==> config.mk <==
export PLATFORM = sky130hd
export DESIGN_NAME = seq_divider
export DESIGN_NICKNAME = d
export VERILOG_FILES = /design/src/rtl/seq_divider.sv
export SDC_FILE = /design/constraint.sdc
export NUM_CORES = 1
export LEC_CHECK = 0
export CAP_MARGIN = 20
export CORE_MARGIN = 4
export CORE_UTILIZATION = 26
export CTS_BUF_LIST = sky130_fd_sc_hd__clkbuf_4 sky130_fd_sc_hd__clkbuf_8
export DETAILED_ROUTE_END_ITERATION = 7
export REMOVE_ABC_BUFFERS = 1
export SLEW_MARGIN = 20
export SYNTH_ARGS = -nofsm -noshare
export SYNTH_HDL_FRONTEND = slang
export SYNTH_SLANG_ARGS = --single-unit
==> constraint.sdc <==
create_clock -name clk -period 4.8 [get_ports clk]
set_clock_uncertainty 0.05 [all_clocks]
set_input_delay 0.96 -clock clk [delete_from_list [all_inputs] [get_ports clk]]
set_output_delay 0.96 -clock clk [all_outputs]
set_load 0.1 [all_outputs]
==> src/rtl/seq_divider.sv <==
// Iterative unsigned restoring divider: one quotient bit per clock, start/busy/done handshake.
// Divide-by-zero completes in one cycle with an all-ones quotient and the dividend as remainder.
module seq_divider #(
  parameter int unsigned W = 4
) (
  input  logic         clk,
  input  logic         reset,
  input  logic         start,
  input  logic [W-1:0] dividend,
  input  logic [W-1:0] divisor,
  output logic         busy,
  output logic         done,
  output logic [W-1:0] quotient,
  output logic [W-1:0] remainder,
  output logic         div_by_zero
);

  localparam int unsigned CntW = (W > 1) ? $clog2(W) : 1;

  typedef enum logic [0:0] {StIdle, StCalc} state_e;

  state_e          state_q, state_d;
  logic [CntW-1:0] count_q, count_d;
  logic [W:0]      r_q, r_d;
  logic [W-1:0]    q_q, q_d;
  logic [W-1:0]    d_q, d_d;
  logic            done_q, done_d;
  logic [W-1:0]    quot_q, quot_d;
  logic [W-1:0]    rem_q, rem_d;
  logic            dbz_q, dbz_d;

  logic [W:0]      t;
  logic [W:0]      diff;
  logic            ge;

  always_comb begin
    state_d = state_q;
    count_d = count_q;
    r_d     = r_q;
    q_d     = q_q;
    d_d     = d_q;
    done_d  = 1'b0;
    quot_d  = quot_q;
    rem_d   = rem_q;
    dbz_d   = dbz_q;
    // Shift the next dividend bit into the partial remainder, then try subtracting.
    t       = {r_q[W-1:0], q_q[W-1]};
    ge      = (t >= {1'b0, d_q});
    diff    = t - {1'b0, d_q};

    unique case (state_q)
      StIdle: begin
        if (start) begin
          if (divisor != '0) begin
            d_d     = divisor;
            q_d     = dividend;
            r_d     = '0;
            count_d = CntW'(W - 1);
            state_d = StCalc;
          end else begin
            done_d = 1'b1;
            quot_d = '1;
            rem_d  = dividend;
            dbz_d  = 1'b1;
          end
        end
      end
      StCalc: begin
        r_d     = ge ? diff : t;
        q_d     = {q_q[W-2:0], ge};
        count_d = count_q - CntW'(1);
        if (count_q == '0) begin
          state_d = StIdle;
          done_d  = 1'b1;
          quot_d  = q_d;
          rem_d   = r_d[W-1:0];
          dbz_d   = 1'b0;
        end
      end
      default: state_d = StIdle;
    endcase
  end

  always_ff @(posedge clk or posedge reset) begin
    if (reset) begin
      state_q <= StIdle;
      count_q <= '0;
      r_q     <= '0;
      q_q     <= '0;
      d_q     <= '0;
      done_q  <= 1'b0;
      quot_q  <= '0;
      rem_q   <= '0;
      dbz_q   <= 1'b0;
    end else begin
      state_q <= state_d;
      count_q <= count_d;
      r_q     <= r_d;
      q_q     <= q_d;
      d_q     <= d_d;
      done_q  <= done_d;
      quot_q  <= quot_d;
      rem_q   <= rem_d;
      dbz_q   <= dbz_d;
    end
  end

  assign busy        = (state_q == StCalc);
  assign done        = done_q;
  assign quotient    = quot_q;
  assign remainder   = rem_q;
  assign div_by_zero = dbz_q;

endmodule

==> results of run 1 <==
==> final cells by class <==
cell class,instances,area [um^2]
multi-input cells,90,614
fillers,516,3190
repair buffers,21,210
flip-flops and latches,25,626
clock buffers,4,48.8
well taps,67,83.8
inverters,12,45.0
==> synth_stat cells, drive strengths merged, types with 2 or more instances <==
| cell | instances |
|---|---|
| mux2i | 5 |
| a31oi | 3 |
| mux2 | 3 |
| and3 | 3 |
| dfrtp | 25 |
| a21oi | 5 |
| nand2 | 15 |
| o21ai | 17 |
| inv | 11 |
| o21a | 2 |
| clkbuf | 2 |
| ha | 5 |
| nor2 | 9 |
| nor3 | 2 |
| a211oi | 2 |
| a21o | 3 |
| nand3 | 5 |
==> routing by layer <==
layer,up-vias,GRT usage,routed length (um)
li1,500,-,-
met1,495,0.125,1350
met2,22,0.153,1260
met3,2,0.0329,163
met4,0,0.0206,21
met5,-,0,0
==> registers in the layout, indices dropped and copies added, names as in the netlist <==
register and cells:
remainder 4, done 1, div_by_zero 1, d_q 4, r_q 4, count_q 2
busy 1, q_q 4, quotient 4
==> layout by cell type, fill, tap and decap left out, types with 3 or more instances in the layout <==
master,count
sky130_fd_sc_hd__a21o_1,3
sky130_fd_sc_hd__a21oi_1,4
sky130_fd_sc_hd__a31oi_1,3
sky130_fd_sc_hd__and3_1,3
sky130_fd_sc_hd__clkbuf_8,3
sky130_fd_sc_hd__clkdlybuf4s50_1,21
sky130_fd_sc_hd__dfrtp_1,25
sky130_fd_sc_hd__ha_1,5
sky130_fd_sc_hd__inv_1,10
sky130_fd_sc_hd__mux2i_1,5
sky130_fd_sc_hd__nand2_1,14
sky130_fd_sc_hd__nand3_1,5
sky130_fd_sc_hd__nor2_1,7
sky130_fd_sc_hd__o21ai_0,17
==> per-stage QoR <==
step / utilization / setup slack, ns / cell area, um^2 / cells / hold slack, ns
2_1_floorplan: - / 2.27 / 1280 / 127 / 0.422
3_3_place_gp: 0.328 / 1.77 / 1580 / 215 / 0.431
3_5_place_dp: 0.328 / 1.73 / 1580 / 215 / 0.430
4_1_cts: 0.338 / 1.44 / 1630 / 219 / 0.450
5_1_grt: 0.338 / 1.36 / 1630 / 219 / 0.486
6_report: 0.338 / 1.45 / 1630 / 219 / 0.441
==> worst paths after layout <==
| kind | to | depth (start not counted) | slack [ns] |
|---|---|---|---|
| max reg2reg | remainder[0] | 5 | 2.51 |
| max | busy | 1 | 1.45 |
| min reg2reg | div_by_zero | 1 | 0.44 |
| min in group asynchronous | div_by_zero | 2 | 1.04 |
| min | div_by_zero | 1 | 0.44 |
| max in group asynchronous | d_q[0] | 2 | 3.24 |
==> cells by family (layout without fill, tap and decap cells) <==
kind of cell	after synthesis	after routing
compound gates	37	37
flops	25	25
mux	8	8
xor+xnor	1	1
buf+inv	15	37
simple gates	38	38
fa+ha+maj	6	6
==> impl_metrics.py, run 1 <==
metrics = {
    "run_status": {
        "run_status": "finished clean",
    },
    "run": {
        "maxCapViolCount": 0,
    },
    "cts": {
        "clock_sink_count": 25,
        "worstSkewPairLatency_ns": 0.26,
        "post-cts-setup-buffers": 0,
        "hold_buffers": 0,
        "htree_levels": 1,
        "clock_tree.root_cell": "sky130_fd_sc_hd__clkbuf_8",
        "cts-root-to-sink-buffers": 2,
        "total_clock_buffers_created_by_cts": 3,
        "cts_repair_resize_count": 0,
        "tritoncts": "done",
        "clk_transition_reported_paths_ns": 0.08,
    },
    "setup_path": {
        "critPathMaxFanout": 21,
        "worst-endpoint-arrival_ns": 2.34,
        "setup.worst_path.end_class": "output pin",
        "critical-path-max-stage-delay_ns": 1.26,
        "crit_required_ns": 3.79,
        "timing.critical_path.from_type": "flip-flop",
        "critical-path-top-delay-family": "buffers and inverters",
        "critPathLaunch": "busy",
        "cp_slowest_cell": "sky130_fd_sc_hd__clkdlybuf4s50_1",
        "criticalPathCategory": "flip-flop to output pin",
        "r2r-start": "busy",
        "critPathBufInv": 1,
        "cp_cell_sequence": "clkdlybuf4s50_1",
    },
    "yosys": {
        "synth_area_leader_cell": "sky130_fd_sc_hd__dfrtp_1",
        "ys.warnings.count": 0,
        "synth-seq-area-share": 0.476,
        "synth-adder-area-share": 0.0629,
        "ys_flop_type": "sky130_fd_sc_hd__dfrtp_1",
        "synth_xor_area_frac": 0.00667,
        "synth_simple_gate_area_frac": 0.155,
        "synth_compound_gate_area_share": 0.173,
        "syn-cell-area_um2": 1310,
        "async_reset_ff_frac": 1.00,
        "synth.avg_cell_area_um2": 10.1,
        "synth.area.top_cells": "sky130_fd_sc_hd__dfrtp_1 48%, sky130_fd_sc_hd__o21ai_0 6.5%, sky130_fd_sc_hd__ha_1 4.8%",
        "post_synth_mux_area_share": 0.0695,
        "synth-seq-cells": 25,
        "yosysTopAreaCellShare": 0.476,
        "synth_cells": 130,
        "synth_enable_flop_cells": 0,
        "synth_top_family_by_area": "compound AO/OA/AOI/OAI gates",
        "yosys_cell_types": 36,
    },
    "min_path": {
        "hold_path_class": "flip-flop to flip-flop",
        "timing.hold.worst.start": "div_by_zero",
    },
    "timing": {
        "post_route_clock_period_utilization": 0.697,
        "worst-slew-pin-transition_ns": 0.968,
        "layout_min_cycle_time_ns": 3.35,
        "maxSlewHeadroom": 0.353,
        "timing.final.max_slew_violations": 0,
        "setup_viol_count_final": 0,
        "hold_violations": 0,
        "timing.fmax_ghz": 0.299,
        "grt_setup_unrepaired": "false",
        "finalSetupTns_ns": 0,
    },
    "detailed_routing": {
        "drt-vias-per-instance": 4.65,
        "drc_violation_total_after_the_first_tritonroute_iteration": 75,
        "final_antenna_net_count": 0,
        "drc": 0,
        "drt_pass1_iterations": 4,
        "detailroute.via_count": 1019,
        "drt_wl_total_um": 2800,
        "post_drt_wl_per_cell_um": 12.8,
    },
    "global_route": {
        "grt.total_usage": 0.0956,
        "first_global_vias": 988,
        "overflow": 0,
        "grt_start_max_net_pins": 26,
        "grt_first_pass_wirelength_um": 4710,
        "antenna_found_initial": 0,
    },
    "place": {
        "detailed_place_hpwl_um": 2070,
        "io_buffer_count": 21,
        "routability_cong": 0.880,
    },
    "floorplanning": {
        "row_count": 25,
        "die-area_um2": 6250,
        "dieWidth_um": 79.1,
        "die_h_um": 79.1,
        "pin_count": 22,
        "floorplan.core_area_um2": 4820,
        "initial_core_util": 0.273,
    },
    "cells_and_area": {
        "synthToLayoutAreaGrowth_pct": 23.9,
        "n_antenna_cell": 0,
        "final_net_count": 170,
        "final_layout_size_suffix_gt1_frac": 0.0789,
    },
}
Power of run 1 is left out: the tool's default activity adds up to more than one toggle a clock period on the data nets, which glitch-free logic cannot reach.
==> run 2: changes to the inputs <==
clock period = 3.2 ns   (was 4.8 ns; I/O delays follow)
==> run 2 against run 1 <==
Sequential share of layout area grew 0.18 points. Non-clock buffer count grew 3. Setup slack lost 0.42 ns. Flip-flop and latch count is the same. Critical endpoint unchanged. Largest cell class unchanged.
==> impl_metrics.py, run 2 (same netlist as run 1, synthesis figures left out) <==
metrics = {
    "run_status": {
        "run_status": "finished clean",
    },
    "run": {
        "maxCapViolCount": 0,
    },
    "cells_and_area": {
        "final_net_count": 173,
        "highest_count_cells_in_the_layout_ignoring_fill_and_taps": "25 x sky130_fd_sc_hd__dfrtp_1, 17 x sky130_fd_sc_hd__o21ai_0, 14 x sky130_fd_sc_hd__nand2_1, 14 x sky130_fd_sc_hd__buf_4, 11 x sky130_fd_sc_hd__inv_1",
        "n_antenna_cell": 0,
        "final_layout_size_suffix_gt1_frac": 0.168,
        "postLayoutCoreUtil": 0.336,
        "seqCellArea_um2": 626,
        "fillCellCount": 506,
        "synthToLayoutAreaGrowth_pct": 23.3,
        "most_common_cell_after_layout_fill_and_taps_aside": "sky130_fd_sc_hd__dfrtp_1",
        "multi_input_area_um2": 614,
        "postLayoutCellArea_um2": 1620,
    },
    "detailed_routing": {
        "drt_wl_total_um": 2860,
        "drc_violation_total_after_the_first_tritonroute_iteration": 68,
        "drc": 0,
        "final_antenna_net_count": 0,
        "detailroute.via_count": 1027,
        "drt_pass1_iterations": 4,
        "drt-vias-per-instance": 4.63,
        "post_drt_wl_per_cell_um": 12.9,
    },
    "cts": {
        "tritoncts": "done",
        "cts_repair_resize_count": 0,
        "total_clock_buffers_created_by_cts": 3,
        "hold_buffers": 0,
        "post-cts-setup-buffers": 0,
        "clock_sink_count": 25,
        "worstSkewPairLatency_ns": 0.27,
        "clk_transition_reported_paths_ns": 0.09,
        "clock_tree.root_cell": "sky130_fd_sc_hd__clkbuf_8",
        "cts-root-to-sink-buffers": 2,
        "htree_levels": 1,
    },
    "timing": {
        "maxSlewHeadroom": 0.695,
        "fin_ws_ns": 1.03,
        "timing.final.max_slew_violations": 0,
        "finalSetupTns_ns": 0,
        "timing.fmax_ghz": 0.461,
        "setup_viol_count_final": 0,
        "hold_violations": 0,
        "grt_setup_unrepaired": "false",
        "layout_min_cycle_time_ns": 2.17,
        "worst-slew-pin-transition_ns": 0.457,
        "post_route_clock_period_utilization": 0.678,
    },
    "global_route": {
        "grt_start_max_net_pins": 26,
        "first_global_vias": 961,
        "overflow": 0,
        "grt.total_usage": 0.100,
        "antenna_found_initial": 0,
        "grt_first_pass_wirelength_um": 4850,
    },
    "setup_path": {
        "criticalPathCategory": "flip-flop to output pin",
        "critPathMaxFanout": 13,
        "setup.worst_path.end_class": "output pin",
        "reg2reg_setup_slack_ns": 1.19,
        "crit_required_ns": 2.51,
        "worst-endpoint-arrival_ns": 1.48,
        "timing.critical_path.from_type": "flip-flop",
    },
    "floorplanning": {
        "row_count": 25,
        "die-area_um2": 6250,
        "initial_core_util": 0.273,
        "die_h_um": 79.1,
        "dieWidth_um": 79.1,
        "floorplan.core_area_um2": 4820,
        "pin_count": 22,
    },
    "place": {
        "placed_area_um2": 1570,
        "detailed_place_hpwl_um": 2140,
        "place_worst_setup_slack_ns": 0.751,
        "io_buffer_count": 21,
        "routability_cong": 0.718,
    },
    "min_path": {
        "hold_path_class": "flip-flop to flip-flop",
    },
}
## run 2: cell types whose count changed in the layout (fill, tap and decap cells not counted)
cell and change:
sky130_fd_sc_hd__clkinv_2 +1, sky130_fd_sc_hd__clkdlybuf4s50_1 -11, sky130_fd_sc_hd__clkinv_1 -1, sky130_fd_sc_hd__inv_1 +1, sky130_fd_sc_hd__buf_4 +14, sky130_fd_sc_hd__clkbuf_4 -1
## run 2: path summary, 6_finish.rpt
path,from,end,cells after the start
min in group asynchronous,reset,div_by_zero,3
worst max-delay path,busy,busy,2
worst min register to register,div_by_zero,div_by_zero,1
max in group asynchronous,reset,done,3
worst min-delay path,div_by_zero,div_by_zero,1
worst max register to register,r_q[1],r_q[0],5
## run 2: cell type report
class                           count  share of cell area
Timing Repair Buffer               24               0.127
Multi-Input combinational cell     90               0.379
Sequential cell                    25               0.386
Clock inverter                      1             0.00309
Tap cell                           67              0.0517
Inverter                           12              0.0278
Clock buffer                        3              0.0255
## run 2: critical path, stage by stage (launching register included)
cell and delay, ns:
sky130_fd_sc_hd__dfrtp_1 0.64, sky130_fd_sc_hd__buf_4 0.26, sky130_fd_sc_hd__buf_4 0.30
## run 2: metrics by stage
step,hold WS (ns),instances
floorplan,0.422,127
global placement,0.433,218
detailed placement,0.434,218
CTS,0.455,222
global route,0.499,222
finish,0.447,222
## run 2: metal layers
metal | global-route usage | routed length (um) | part of all wire
met5 | 0 | 0 | 0
met1 | 0.139 | 1420 | 0.50
met4 | 0.0309 | 35 | 0.012
met3 | 0.0261 | 134 | 0.047
met2 | 0.153 | 1270 | 0.44
Power of run 2 is left out for the same reason.
